--- src/rtl/keypad_pkg.sv ---
// Shared types and constants for the 4x4 keypad scanner: FSM states, row drive
// patterns and the column-pattern helpers used by the scan FSM.
package keypad_pkg;

    typedef enum logic [1:0] {
        SCAN       = 2'd0,
        DB_PRESS   = 2'd1,
        PRESSED    = 2'd2,
        DB_RELEASE = 2'd3
    } state_t;

    localparam logic [3:0] ROW0     = 4'b1110;
    localparam logic [3:0] ROW1     = 4'b1101;
    localparam logic [3:0] ROW2     = 4'b1011;
    localparam logic [3:0] ROW3     = 4'b0111;
    localparam logic [3:0] COL_IDLE = 4'b1111;

    // True when exactly one column line is pulled low.
    function automatic logic single_col(input logic [3:0] c);
        logic hit;
        case (c)
            4'b1110, 4'b1101, 4'b1011, 4'b0111: hit = 1'b1;
            default:                            hit = 1'b0;
        endcase
        return hit;
    endfunction

    function automatic logic [3:0] next_row(input logic [3:0] r);
        return {r[2:0], r[3]};
    endfunction

endpackage

--- src/rtl/keypad_scanner_if.sv ---
// Pin/consumer side bundle of the keypad scanner: column sense in, row drive
// and decoded key results out.
interface keypad_scanner_if;
    logic [3:0] col;
    logic [3:0] row;
    logic [3:0] key;
    logic       key_valid;
    logic       key_held;

    modport master (
        input  col,
        output row,
        output key,
        output key_valid,
        output key_held
    );

    modport slave (
        output col,
        input  row,
        input  key,
        input  key_valid,
        input  key_held
    );
endinterface

--- src/rtl/keypad_scanner_keypad.sv ---
// Combinational row/column to key-code decoder for the 4x4 keypad; both inputs
// are active-low one-hot, any other combination decodes to 4'h0.
module keypad (
    input  logic [3:0] row_i,
    input  logic [3:0] col_i,
    output logic [3:0] key_o
);

    // Row/column lookup table.
    always_comb begin
        key_o = 4'h0;
        case ({row_i, col_i})
            8'b1110_1110: key_o = 4'h1;
            8'b1110_1101: key_o = 4'h2;
            8'b1110_1011: key_o = 4'h3;
            8'b1110_0111: key_o = 4'hA;
            8'b1101_1110: key_o = 4'h4;
            8'b1101_1101: key_o = 4'h5;
            8'b1101_1011: key_o = 4'h6;
            8'b1101_0111: key_o = 4'hB;
            8'b1011_1110: key_o = 4'h7;
            8'b1011_1101: key_o = 4'h8;
            8'b1011_1011: key_o = 4'h9;
            8'b1011_0111: key_o = 4'hC;
            8'b0111_1110: key_o = 4'hE;
            8'b0111_1101: key_o = 4'h0;
            8'b0111_1011: key_o = 4'hF;
            8'b0111_0111: key_o = 4'hD;
            default:      key_o = 4'h0;
        endcase
    end

endmodule

--- src/rtl/keypad_scanner.sv ---
// Sequential 4x4 keypad front end: rotates the row drive, synchronises and
// debounces the columns, and emits one key_valid strobe per accepted press.
module keypad_scanner
    import keypad_pkg::*;
#(
    parameter int SCAN_CYCLES     = 1000,
    parameter int DEBOUNCE_CYCLES = 20000
) (
    input  logic              clk,
    input  logic              reset,
    keypad_scanner_if.master  kp
);

    localparam int CNT_MAX = (SCAN_CYCLES > DEBOUNCE_CYCLES) ? SCAN_CYCLES : DEBOUNCE_CYCLES;
    localparam int CNT_W   = $clog2(CNT_MAX);
    localparam logic [CNT_W-1:0] SCAN_LAST = CNT_W'(SCAN_CYCLES - 1);
    localparam logic [CNT_W-1:0] DB_LAST   = CNT_W'(DEBOUNCE_CYCLES - 1);
    localparam logic [CNT_W-1:0] CNT_ZERO  = CNT_W'(0);
    localparam logic [CNT_W-1:0] CNT_ONE   = CNT_W'(1);

    logic [3:0]       sync1_q;
    logic [3:0]       col_s_q;
    state_t           state_q,     state_d;
    logic [CNT_W-1:0] cnt_q,       cnt_d;
    logic [3:0]       row_q,       row_d;
    logic [3:0]       cand_q,      cand_d;
    logic [3:0]       key_q,       key_d;
    logic             key_valid_q, key_valid_d;
    logic             key_held_q,  key_held_d;
    logic [3:0]       dec_key_s;

    keypad u_keypad (
        .row_i (row_q),
        .col_i (cand_q),
        .key_o (dec_key_s)
    );

    // Two-flop synchroniser for the asynchronous column lines.
    always_ff @(posedge clk) begin
        if (reset) begin
            sync1_q <= COL_IDLE;
            col_s_q <= COL_IDLE;
        end else begin
            sync1_q <= kp.col;
            col_s_q <= sync1_q;
        end
    end

    // Scan/debounce next-state logic; the counter restarts on every state change.
    always_comb begin
        state_d     = state_q;
        cnt_d       = cnt_q;
        row_d       = row_q;
        cand_d      = cand_q;
        key_d       = key_q;
        key_valid_d = 1'b0;
        key_held_d  = key_held_q;
        case (state_q)
            SCAN: begin
                if (cnt_q == SCAN_LAST) begin
                    cnt_d = CNT_ZERO;
                    if (single_col(col_s_q)) begin
                        state_d = DB_PRESS;
                        cand_d  = col_s_q;
                    end else begin
                        row_d = next_row(row_q);
                    end
                end else begin
                    cnt_d = cnt_q + CNT_ONE;
                end
            end
            DB_PRESS: begin
                if (col_s_q != cand_q) begin
                    state_d = SCAN;
                    row_d   = next_row(row_q);
                    cnt_d   = CNT_ZERO;
                end else if (cnt_q == DB_LAST) begin
                    state_d     = PRESSED;
                    key_d       = dec_key_s;
                    key_valid_d = 1'b1;
                    key_held_d  = 1'b1;
                    cnt_d       = CNT_ZERO;
                end else begin
                    cnt_d = cnt_q + CNT_ONE;
                end
            end
            PRESSED: begin
                // Extra keys on the frozen row are ignored until full release.
                if (col_s_q == COL_IDLE) begin
                    state_d = DB_RELEASE;
                    cnt_d   = CNT_ZERO;
                end else begin
                    cnt_d = CNT_ZERO;
                end
            end
            DB_RELEASE: begin
                if (col_s_q != COL_IDLE) begin
                    state_d = PRESSED;
                    cnt_d   = CNT_ZERO;
                end else if (cnt_q == DB_LAST) begin
                    state_d    = SCAN;
                    row_d      = next_row(row_q);
                    key_held_d = 1'b0;
                    cnt_d      = CNT_ZERO;
                end else begin
                    cnt_d = cnt_q + CNT_ONE;
                end
            end
            default: begin
                state_d    = SCAN;
                row_d      = ROW0;
                cnt_d      = CNT_ZERO;
                key_held_d = 1'b0;
            end
        endcase
    end

    // FSM state and registered outputs.
    always_ff @(posedge clk) begin
        if (reset) begin
            state_q     <= SCAN;
            cnt_q       <= CNT_ZERO;
            row_q       <= ROW0;
            cand_q      <= COL_IDLE;
            key_q       <= 4'h0;
            key_valid_q <= 1'b0;
            key_held_q  <= 1'b0;
        end else begin
            state_q     <= state_d;
            cnt_q       <= cnt_d;
            row_q       <= row_d;
            cand_q      <= cand_d;
            key_q       <= key_d;
            key_valid_q <= key_valid_d;
            key_held_q  <= key_held_d;
        end
    end

    assign kp.row       = row_q;
    assign kp.key       = key_q;
    assign kp.key_valid = key_valid_q;
    assign kp.key_held  = key_held_q;

endmodule

--- src/flat_wrapper.sv ---
// flat-port wrapper written by rule: the top's interface ports become plain ports
module keypad_scanner_flat import keypad_pkg::*;
#(
    parameter int SCAN_CYCLES     = 1000,
    parameter int DEBOUNCE_CYCLES = 20000
)
  (clk, reset, kp_col, kp_row, kp_key, kp_key_valid, kp_key_held);
  keypad_scanner_if kp_i ();
  input  logic clk;
  input  logic reset;
  input wire logic [$bits(kp_i.col)-1:0] kp_col;
  output wire logic [$bits(kp_i.row)-1:0] kp_row;
  output wire logic [$bits(kp_i.key)-1:0] kp_key;
  output wire logic [$bits(kp_i.key_valid)-1:0] kp_key_valid;
  output wire logic [$bits(kp_i.key_held)-1:0] kp_key_held;
  assign kp_i.col = kp_col;
  assign kp_row = kp_i.row;
  assign kp_key = kp_i.key;
  assign kp_key_valid = kp_i.key_valid;
  assign kp_key_held = kp_i.key_held;
  keypad_scanner #(.SCAN_CYCLES(SCAN_CYCLES), .DEBOUNCE_CYCLES(DEBOUNCE_CYCLES)) u_core (.clk(clk), .reset(reset), .kp(kp_i));
endmodule
--- config.mk ---
export PLATFORM = sky130hd
export DESIGN_NAME = keypad_scanner_flat
export DESIGN_NICKNAME = d
export VERILOG_FILES = /design/src/rtl/keypad_pkg.sv /design/src/rtl/keypad_scanner_if.sv /design/src/rtl/keypad_scanner_keypad.sv /design/src/rtl/keypad_scanner.sv /design/src/flat_wrapper.sv
export SDC_FILE = /design/constraint.sdc
export NUM_CORES = 1
export LEC_CHECK = 0
export CORE_MARGIN = 2
export CORE_UTILIZATION = 45
export CTS_CLUSTER_SIZE = 25
export DETAILED_ROUTE_END_ITERATION = 10
export DONT_BUFFER_PORTS = 1
export HOLD_SLACK_MARGIN = 0.08
export MAX_ROUTING_LAYER = met4
export SLEW_MARGIN = 15
export SYNTH_ARGS = -nofsm -noshare
export SYNTH_HDL_FRONTEND = slang
export SYNTH_SLANG_ARGS = --single-unit
--- constraint.sdc ---
create_clock -name clk -period 6.6 [get_ports clk]
set_input_delay 0 -clock clk [delete_from_list [all_inputs] [get_ports clk]]
set_output_delay 0 -clock clk [all_outputs]
set_load 0.02 [all_outputs]
After elaboration in Yosys (flattened, before gate mapping) --
Index checks and enable logic that the tools add are counted.
Operators by class: add/subtract/negate cells 1, multiply operators 0, divide/modulo/power cells 0, magnitude comparators 0, equal/unequal tests 38, shift-type cells 0, mux-type cells 29, bitwise logic cells 2, reduce and logical (&&, ||, !) cells 10
Operator list (number):
- == test 8 bit, second input constant | 12
- two-way mux 15 bit | 4
- case mux 15 bit (4 select lines) | 1
- case mux 4 bit (15 select lines) | 1
- == test 8 x 7 -> 1 bit, second input constant | 3
- two-way mux 4 bit | 5
- == test 4 bit, second input constant | 4
- adder 15 x 1 -> 15 bit, second input constant | 1
- == test 15 x 10 -> 1 bit, second input constant | 1
- == test 15 bit, second input constant | 1
- two-way mux 2 bit | 7
- inequality test 2 x 1 -> 1 bit, second input constant | 6
- case mux 4 bit (3 select lines) | 1
- AND reduction 5 bit | 2
- two-way mux 1 bit | 8
- case mux 2 bit (4 select lines) | 1
- inequality test 2 bit, second input constant | 3
- inequality test 3 x 1 -> 1 bit, second input constant | 2
- AND reduction 3 bit | 2
- AND reduction 6 bit | 1
- == test 2 bit, second input constant | 2
- == test 4 x 3 -> 1 bit, second input constant | 1
- inequality test 4 bit | 1
- inequality test 4 bit, second input constant | 1
- other kinds (8) | 9
Storage, ports and cells: register bits after elaboration 39, latch bits 0, bits in writable memories 0, ROM bits 0, output and inout bits 10, memories 0

Logic depth before layout (Yosys ltp) --
Gate-level depths: netlist (run 1).
word-level depth 8, gate-level depth with buffers 7, depth with buffers taken out 6

Modules after synthesis --
Synthesis (run 1) repeated with hierarchy kept, for this count alone.
Second synthesis, totals: cell total of the unflattened synthesis 254, area total of the unflattened synthesis 2204.6 um^2
By module, submodules not included:
- keypad_scanner | times used 1, cells an instance 196, area each 1801.7 um^2, seq. area each 780.7 um^2
- keypad | times used 1, cells an instance 58, area each 402.9 um^2, seq. area each 0.0 um^2

Worst setup path after synthesis (run 1) --
Ideal clock, no wire load.
path kind register to register, from reg u_core.cnt_q[9], to reg u_core.cand_q[0], arrival time 1.977 ns, data required time 6.480 ns, path slack 4.503 ns, stages on the path, launching flop included 6, clock period less this slack 2.097 ns, path through dfxtp_1 > or3b_4 > or4b_4 > a2111oi_4 > mux2i_1 > nand2_1
Between the ends: cells in the longest elaborated chain, start to end 2
Ends and longest elaborated chain:
- start, declared | line keypad_scanner.sv:24 | logic [CNT_W-1:0] cnt_q, cnt_d;
- start signal, assigned | line keypad_scanner.sv:130 | cnt_q <= cnt_d;
- == test 15 x 10 -> 1 bit | line keypad_scanner.sv:60 | if (cnt_q == SCAN_LAST) begin
- AND reduction 3 bit (no source line)
- end signal, assigned | line keypad_scanner.sv:132 | cand_q <= cand_d;
- end, declared | line keypad_scanner.sv:26 | logic [3:0] cand_q, cand_d;
Every way passes these cells. A chain may end at the register's enable or synchronous reset.

Worst setup path after layout (run 1) --
from reg u_core.cnt_q[9], to reg u_core.cand_q[1]
Same word-level chain as after synthesis.

==> results of run 1 <==
[area by class of cell]
cell class | count | area (um^2)
clock buffers | 5 | 68.8
repair buffers | 5 | 50.0
fillers | 464 | 2440
clock inverters | 3 | 43.8
multi-input cells | 175 | 1210
flip-flops and latches | 39 | 781
inverters | 6 | 22.5
well taps | 54 | 67.6
[kinds of logic (layout without fill, tap and decap cells)]
family / count (synthesis) / count (layout) / share of synthesized area
AO/OA/AOI/OAI: 45 / 45 / 0.162
XOR/XNOR: 20 / 20 / 0.0807
adder cells (fa/ha/maj): 1 / 1 / 0.00576
buffers and inverters: 23 / 19 / 0.0807
flip-flops: 39 / 39 / 0.360
multiplexers: 8 / 8 / 0.0369
AND/OR/NAND/NOR: 101 / 101 / 0.274
[sequential cells by signal, indices dropped and copies added, names as in the netlist]
signal and cells:
u_core.cand_q 4, u_core.kp.key 4, u_core.col_s_q 4, u_core.kp.key_held 1
u_core.kp.key_valid 1, u_core.sync1_q 4, u_core.cnt_q 15, u_core.state_q 2
u_core.kp.row 4
[cells in the final DEF (no fill, tap or decap), drive strengths merged, types with 6 or more instances in the layout]
master  instances
xor2           10
mux2i           8
nand2          23
o21ai          10
inv             6
a21oi           9
nor2           13
xnor2          10
dfxtp          39
or2             9
nor3           14
[through the flow]
stage	instances	total power, mW	utilization
CTS	287	0.472	0.479
global placement	274	0.267	0.445
detailed placement	274	0.267	0.445
global route	287	0.487	0.479
floorplan	237	0.267	-
finish	287	0.465	0.479
[layer usage]
metal,track usage,share of wire
met5,-,0
met4,0.0707,0.017
met3,0.0453,0.030
met2,0.275,0.47
met1,0.207,0.48
[timing repair]
action                                 CTS  global route
hold buffers                             5             0
endpoints found under the hold margin   39             0
setup buffers                            0             0
[worst max path at each step]
stage / to / slack, ns / cells after the start
6_report: u_core.cand_q[1]$_SDFFE_PP1P_ / 4.35 / 5
5_1_grt: u_core.cand_q[1]$_SDFFE_PP1P_ / 4.20 / 5
2_1_floorplan: u_core.cand_q[0]$_SDFFE_PP1P_ / 4.50 / 5
4_1_cts: u_core.cnt_q[2]$_SDFF_PP0_ / 4.34 / 5
3_3_place_gp: u_core.cand_q[1]$_SDFFE_PP1P_ / 4.38 / 5
3_5_place_dp: u_core.cand_q[1]$_SDFFE_PP1P_ / 4.35 / 5
[worst max-delay path, cell delays in order, from the launching register on]
cell and delay [ns]:
dfxtp_1 0.38, or3b_4 0.41, or4b_4 0.52, a2111oi_4 0.52, mux2i_1 0.24, nand2_1 0.07
[report_power, final]
group          internal, mW  total, mW  leakage [nW]  switching (mW)
Sequential            0.240      0.244         0.317         0.00454
Clock                 0.113      0.199        0.0581          0.0864
Combinational        0.0101     0.0223         0.388          0.0123
==> summary.md, run 1 <==
| Metric | Value |
|---|---|
| Antenna-violating nets left | `0` |
| Top cells by area, synth | `dfxtp_1, xnor2_1, xor2_1` |
| Worst Hold Class | `primary input to register` |
| Vias in the first global route | `between 1500 and 2000` |
| Hold depth | `2` |
| Diode count | `0` |
| Cell taking the most area after synthesis | `dfxtp_1` |
| Synth cell types | `57` |
| Crit. End Element | `register` |
| Final worst-path cycle share | `0.341` |
| Initial antenna violation count | `0` |
| Total gr overflow | `0` |
| Worst slew margin | `0.264` |
| Pre-CTS WS | `4.35 ns` |
| R2R depth | `5` |
| Synthesized instance count | `about 240` |
| Root Driver | `clkbuf_8` |
| H-tree levels | `2` |
| Clock Latency Late Sink | `0.30 ns` |
| Die ar. | `5400 um^2` |
| Main synth FF type | `dfxtp_1` |
| Total track usage | `0.173` |
| First-pass GRT wire length | `7.02 mm` |
| WL/cell | `14.2 um` |
| Share of cells above drive strength 1 | `0.129` |
| DP HPWL | `2.83 mm` |
| Rows | `25` |
| VDD IR-drop max | `approximately 0.00012 V` |
| Total negative slack | `0 ns` |
| Nets | `239` |
| Synthesized cell area | `2170 um^2` |
| Final Hold Viols | `0` |
| Die X | `73.5 um` |
| Fmax | `445 MHz` |
| Status | `completed` |
| Clock Path Buffers | `2` |
| Critical Path RT | `~6.8 ns` |
| Tmin final | `2.25 ns` |
| Synth cell count leaders | `dfxtp_1, nand2_1, nor3_1` |
| Fin Hold WS | `0.339 ns` |
| Count leader, synth | `dfxtp_1` |
| Largest net degree at the start of global routing | `34` |
| Routability cong. | `0.839` |
| Clock sink total | `39` |
| FFs w/ async S/R, synth | `0` |
| Vias | `1607` |
| Avg Inst Size Synth | `between 9 and 10 um^2` |
| Clock transition at the registers of the reported paths | `0.08 ns` |
| Iteration-0 DRC Markers | `85` |
| CP max FO | `5` |
| Core area | `between 4000 and 5000 um^2` |
| Pre-antenna DRT Iters | `4` |
| Area after DPL | `2090 um^2` |
| Starting Density | `0.463` |
| Post-CTS sizing | `0` |
| Reg-to-reg endpoint | `u_core.cand_q[1]$_SDFFE_PP1P_` |
| Seq/Total Area, Yosys | `0.360` |
| Die H | `73.5 um` |
| Syn Nets | `about 240` |
| Hold path endpoint | `u_core.sync1_q[3]$_SDFF_PP1_` |
| # setup viols final | `0` |
| RSZ-0062 raised after global routing | `no` |
| Final Max Tran Viols | `0` |
| Worst setup margin | `between 4 and 5 ns` |
| Crit path launch | `u_core.cnt_q[9]$_SDFF_PP0_` |
| # port buffers | `0` |
| Cell Pwr Density | `207 nW/um^2` |
| Clk_skew | `between 0.007 and 0.008 ns` |
| Num ports | `16` |
| DRC viols | `0` |
| Min-delay src | `kp_col[3]` |
| Setup crit start kind | `register` |
| R2R Setup Slk | `4.35 ns` |
| Arrival time worst endpoint | `between 2 and 2.5 ns` |
| Inserted Clock Buffers | `5` |
| Total Wirelength | `4.08 mm` |
| Number of synthesized flops with an enable pin | `0` |
| Tightest Pin Transition | `between 1 and 1.5 ns` |
| Max-cap check violation count | `0` |
| FF-to-FF Start | `u_core.cnt_q[9]$_SDFF_PP0_` |
| Flops & latches, synth | `39` |
| LEAKAGE | `roughly 0.76 nW` |
| Number of vias per cell | `5.60` |
| CTS tree | `yes` |
| Post-Layout Inst Area | `2250 um^2` |
| Area Overhead vs Synth | `3.57%` |
| Synth warnings | `0` |
| Synth top area share | `0.360` |
| Crit path kind | `register to register` |
Note: power is estimated with default switching activity, not from simulation.
==> run 2: changes to the inputs <==
--- a/config.mk
+++ b/config.mk
@@ -5,6 +5,7 @@
 export SDC_FILE = /design/constraint.sdc
 export NUM_CORES = 1
 export LEC_CHECK = 0
+export ABC_AREA = 1
 export CORE_MARGIN = 2
 export CORE_UTILIZATION = 45
 export CTS_CLUSTER_SIZE = 25
==> constraint.sdc (replaced) <==
create_clock -name clk -period 2 [get_ports clk]
set_input_delay 0 -clock clk [delete_from_list [all_inputs] [get_ports clk]]
set_output_delay 0 -clock clk [all_outputs]
set_load 0.02 [all_outputs]
==> run 2 against run 1 <==
Final cell count increased by 32%. Clock skew increased by 0.0033 ns. Highest routed layer unchanged. Critical endpoint is now u_core.kp.key[3]$_SDFFE_PP0P_. Clock-buffer cell count unchanged. Critical path depth increased by 2. Synthesized cell count increased by 33%. Sequential power increased to 3.3 times the previous value. Sequential share of layout area decreased by 0.61 points. Combinational power increased to 3.1 times the previous value. Register-to-register slack got worse by 4.1 ns.
==> summary.md, run 2 <==
| Metric | Value |
|---|---|
| Flops & latches, synth | `39 (unchanged)` |
| Pint | `1.19 mW (was 0.362 mW)` |
| Pre-CTS WS | `0.328 ns (was 4.35 ns)` |
| Layout Utilization | `0.522 (was 0.479)` |
| Fillcell total | `420 (was 464)` |
| Status | `completed (unchanged)` |
| Largest net degree at the start of global routing | `22 (was 34)` |
| Final Hold Viols | `0 (unchanged)` |
| Net Sw Frac | `0.225 (was 0.222)` |
| LEAKAGE | `1.11 nW (was 0.763 nW)` |
| Synth cell types | `28 (was 57)` |
| Starting Density | `0.472 (was 0.463)` |
| # port buffers | `0 (unchanged)` |
| Area after DPL | `2130 um^2 (was 2090 um^2)` |
| Die X | `71.8 um (was 73.5 um)` |
| Postcts setup bufs | `0 (unchanged)` |
| Arrival time worst endpoint | `1.88 ns (was 2.43 ns)` |
| Post-Layout Inst Area | `2290 um^2 (was 2250 um^2)` |
| Final Max Tran Viols | `0 (unchanged)` |
| Avg Inst Size Synth | `6.57 um^2 (was 9.16 um^2)` |
| Count leader, synth | `nand2_1 (was dfxtp_1)` |
| Root Driver | `clkbuf_8 (unchanged)` |
| CP max-delay cell | `dfxtp_1 (was or4b_4)` |
| RSZ-0062 raised after global routing | `no (unchanged)` |
| Sum of buffers and inverters on the critical path | `0 (unchanged)` |
| Synth warnings | `0 (unchanged)` |
| Most common cell after layout, fill and taps aside | `nand2_1 (was dfxtp_1)` |
| Clock power share | `0.435 (was 0.427)` |
| Setup crit start kind | `register (unchanged)` |
| Seq/Total Area, Yosys | `0.377 (was 0.360)` |
| Critical Path RT | `2.15 ns (was 6.78 ns)` |
| CTS tree | `yes (unchanged)` |
| FFs w/ async S/R, synth | `0 (unchanged)` |
| Total Wirelength | `4.25 mm (was 4.08 mm)` |
| Initial antenna violation count | `0 (unchanged)` |
| Gate power share | `0.044 (was 0.048)` |
| Num ports | `16 (unchanged)` |
| Total negative slack | `0 ns (unchanged)` |
| Max-cap check violation count | `0 (unchanged)` |
| Main synth FF type | `dfxtp_1 (unchanged)` |
| Vias | `1845 (was 1607)` |
| Synth top area share | `0.377 (was 0.360)` |
| Share of cells above drive strength 1 | `0.135 (was 0.129)` |
| Vias in the first global route | `1696 (was 1529)` |
| Multi-input logic area | `1130 um^2 (was 1210 um^2)` |
| Hold_buf cts | `5 (unchanged)` |
| Synthesized instance count | `315 (was 237)` |
| Top cells by area, synth | `dfxtp_1, nand2_1, nor2_1 (was dfxtp_1, xnor2_1, xor2_1)` |
| Nets | `332 (was 239)` |
| Max reg flops | `15 (unchanged)` |
| Synth cell count leaders | `nand2_1, dfxtp_1, nor2_1 (was dfxtp_1, nand2_1, nor3_1)` |
| Iteration-0 DRC Markers | `95 (was 85)` |
| Final worst-path cycle share | `0.863 (was 0.341)` |
| Clock Path Buffers | `2 (unchanged)` |
| Total gr overflow | `0 (unchanged)` |
| Clock Latency Late Sink | `0.30 ns (about the same)` |
| Crit path kind | `register to register (unchanged)` |
| Final total power | `1.53 mW (was 0.465 mW)` |
| Most frequent cells in the layout | `nand2_1, nor2_1, dfxtp_1 (was dfxtp_1, nand2_1, nor3_1)` |
| Tmin final | `1.73 ns (was 2.25 ns)` |
| Cell Pwr Density | `669 nW/um^2 (was 207 nW/um^2)` |
| CP max FO | `5 (unchanged)` |
| Tightest Pin Transition | `0.773 ns (was 1.10 ns)` |
| Diode count | `0 (unchanged)` |
| Core area | `4380 um^2 (was 4690 um^2)` |
| First-pass GRT wire length | `7.52 mm (was 7.02 mm)` |
| Die H | `71.8 um (was 73.5 um)` |
| Crit-path leading delay family | `simple AND/OR/NAND/NOR gates (unchanged)` |
| Clock sink total | `39 (unchanged)` |
| Antenna-violating nets left | `0 (unchanged)` |
| H-tree levels | `2 (unchanged)` |
| Clock transition at the registers of the reported paths | `0.08 ns (about the same)` |
| Worst slew margin | `0.483 (was 0.264)` |
| Clk_skew | `0.0108 ns (was 0.00751 ns)` |
| Inserted Clock Buffers | `5 (unchanged)` |
| VDD IR-drop max | `0.000379 V (was 0.000123 V)` |
| Rows | `24 (was 25)` |
| Sequential Power Share | `0.521 (was 0.525)` |
| Cell taking the most area after synthesis | `dfxtp_1 (unchanged)` |
| Worst setup margin | `0.275 ns (was 4.35 ns)` |
| Area Overhead vs Synth | `10.6% (was 3.57%)` |
| Switching power total | `0.344 mW (was 0.103 mW)` |
| Die ar. | `5150 um^2 (was 5400 um^2)` |
| DP HPWL | `3.15 mm (was 2.83 mm)` |
| Crit-path max cell delay | `0.37 ns (was 0.52 ns)` |
| Fmax | `580 MHz (was 445 MHz)` |
| DRC viols | `0 (unchanged)` |
| Routability cong. | `0.904 (was 0.839)` |
| Crit. End Element | `register (unchanged)` |
| Critical Path, Cell by Cell | `ha_1, nand4_1, nor2_1, nand2b_4, or2_2, nand2_1, a21oi_1 (was or3b_4, or4b_4, a2111oi_4, mux2i_1, nand2_1)` |
| Number of synthesized flops with an enable pin | `0 (unchanged)` |
| Syn Nets | `322 (was 244)` |
| Worst Hold Class | `primary input to register (unchanged)` |
| Seq. cell area | `781 um^2 (unchanged)` |
| Synthesized cell area | `2070 um^2 (was 2170 um^2)` |
| Post-CTS sizing | `0 (unchanged)` |
| # setup viols final | `0 (unchanged)` |
| Total track usage | `0.190 (was 0.173)` |
| Reg with most FFs | `u_core.cnt_q (unchanged)` |
| Pre-antenna DRT Iters | `4 (unchanged)` |
| Number of vias per cell | `4.88 (was 5.60)` |
| WL/cell | `11.2 um (was 14.2 um)` |
==> run 2: final timing paths <==
check        slack (ns)                         start                       endpoint  cells after the start
min                0.33                     kp_col[3]   u_core.sync1_q[3]$_SDFF_PP1_                      2
min reg2reg        0.41  u_core.sync1_q[1]$_SDFF_PP1_   u_core.col_s_q[1]$_SDFF_PP1_                      1
max                0.27    u_core.cnt_q[0]$_SDFF_PP0_  u_core.kp.key[3]$_SDFFE_PP0P_                      7
max reg2reg        0.27    u_core.cnt_q[0]$_SDFF_PP0_  u_core.kp.key[3]$_SDFFE_PP0P_                      7
==> run 2: final cells by class <==
| type | instances | share of cell area |
|---|---|---|
| clock buffer | 5 | 0.0301 |
| clock inverter | 3 | 0.0191 |
| inverter | 37 | 0.0607 |
| multi-input combinational | 235 | 0.492 |
| sequential | 39 | 0.341 |
| tap | 52 | 0.0284 |
| timing repair buffer | 7 | 0.0284 |
==> run 2: stage by stage <==
| step | hold WS (ns) | std cells |
|---|---|---|
| after floorplan | 0.104 | 315 |
| after global placement | 0.0743 | 365 |
| after detailed placement | 0.0754 | 365 |
| after CTS | 0.319 | 378 |
| after global routing | 0.333 | 378 |
| final | 0.333 | 378 |
==> run 2: power by group through the flow <==
stage / clock network, mW / registers, mW / logic, mW
global placement: 0 / 0.816 / 0.0550
global route: 0.713 / 0.799 / 0.0774
finish: 0.665 / 0.797 / 0.0681
floorplan: 0 / 0.814 / 0.0528
detailed placement: 0 / 0.815 / 0.0559
CTS: 0.681 / 0.797 / 0.0687
==> run 2: routing by layer <==
metal / GRT usage / vias up / part of all wire / wire length, um
met1: 0.248 / 800 / 0.51 / 2170
li1: - / 1009 / - / -
met3: 0.0492 / 5 / 0.044 / 185
met2: 0.283 / 31 / 0.43 / 1820
met4: 0.0755 / 0 / 0.017 / 74
met5: - / - / 0 / 0
==> run 2: kinds of logic after synthesis <==
kind of cell             count (synthesis)  synth area share
AND/OR/NAND/NOR                        196             0.430
buffers and inverters                   41            0.0780
flip-flops                              39             0.377
AO/OA/AOI/OAI                           33            0.0877
XOR/XNOR                                 5            0.0212
adder cells (fa/ha/maj)                  1           0.00605
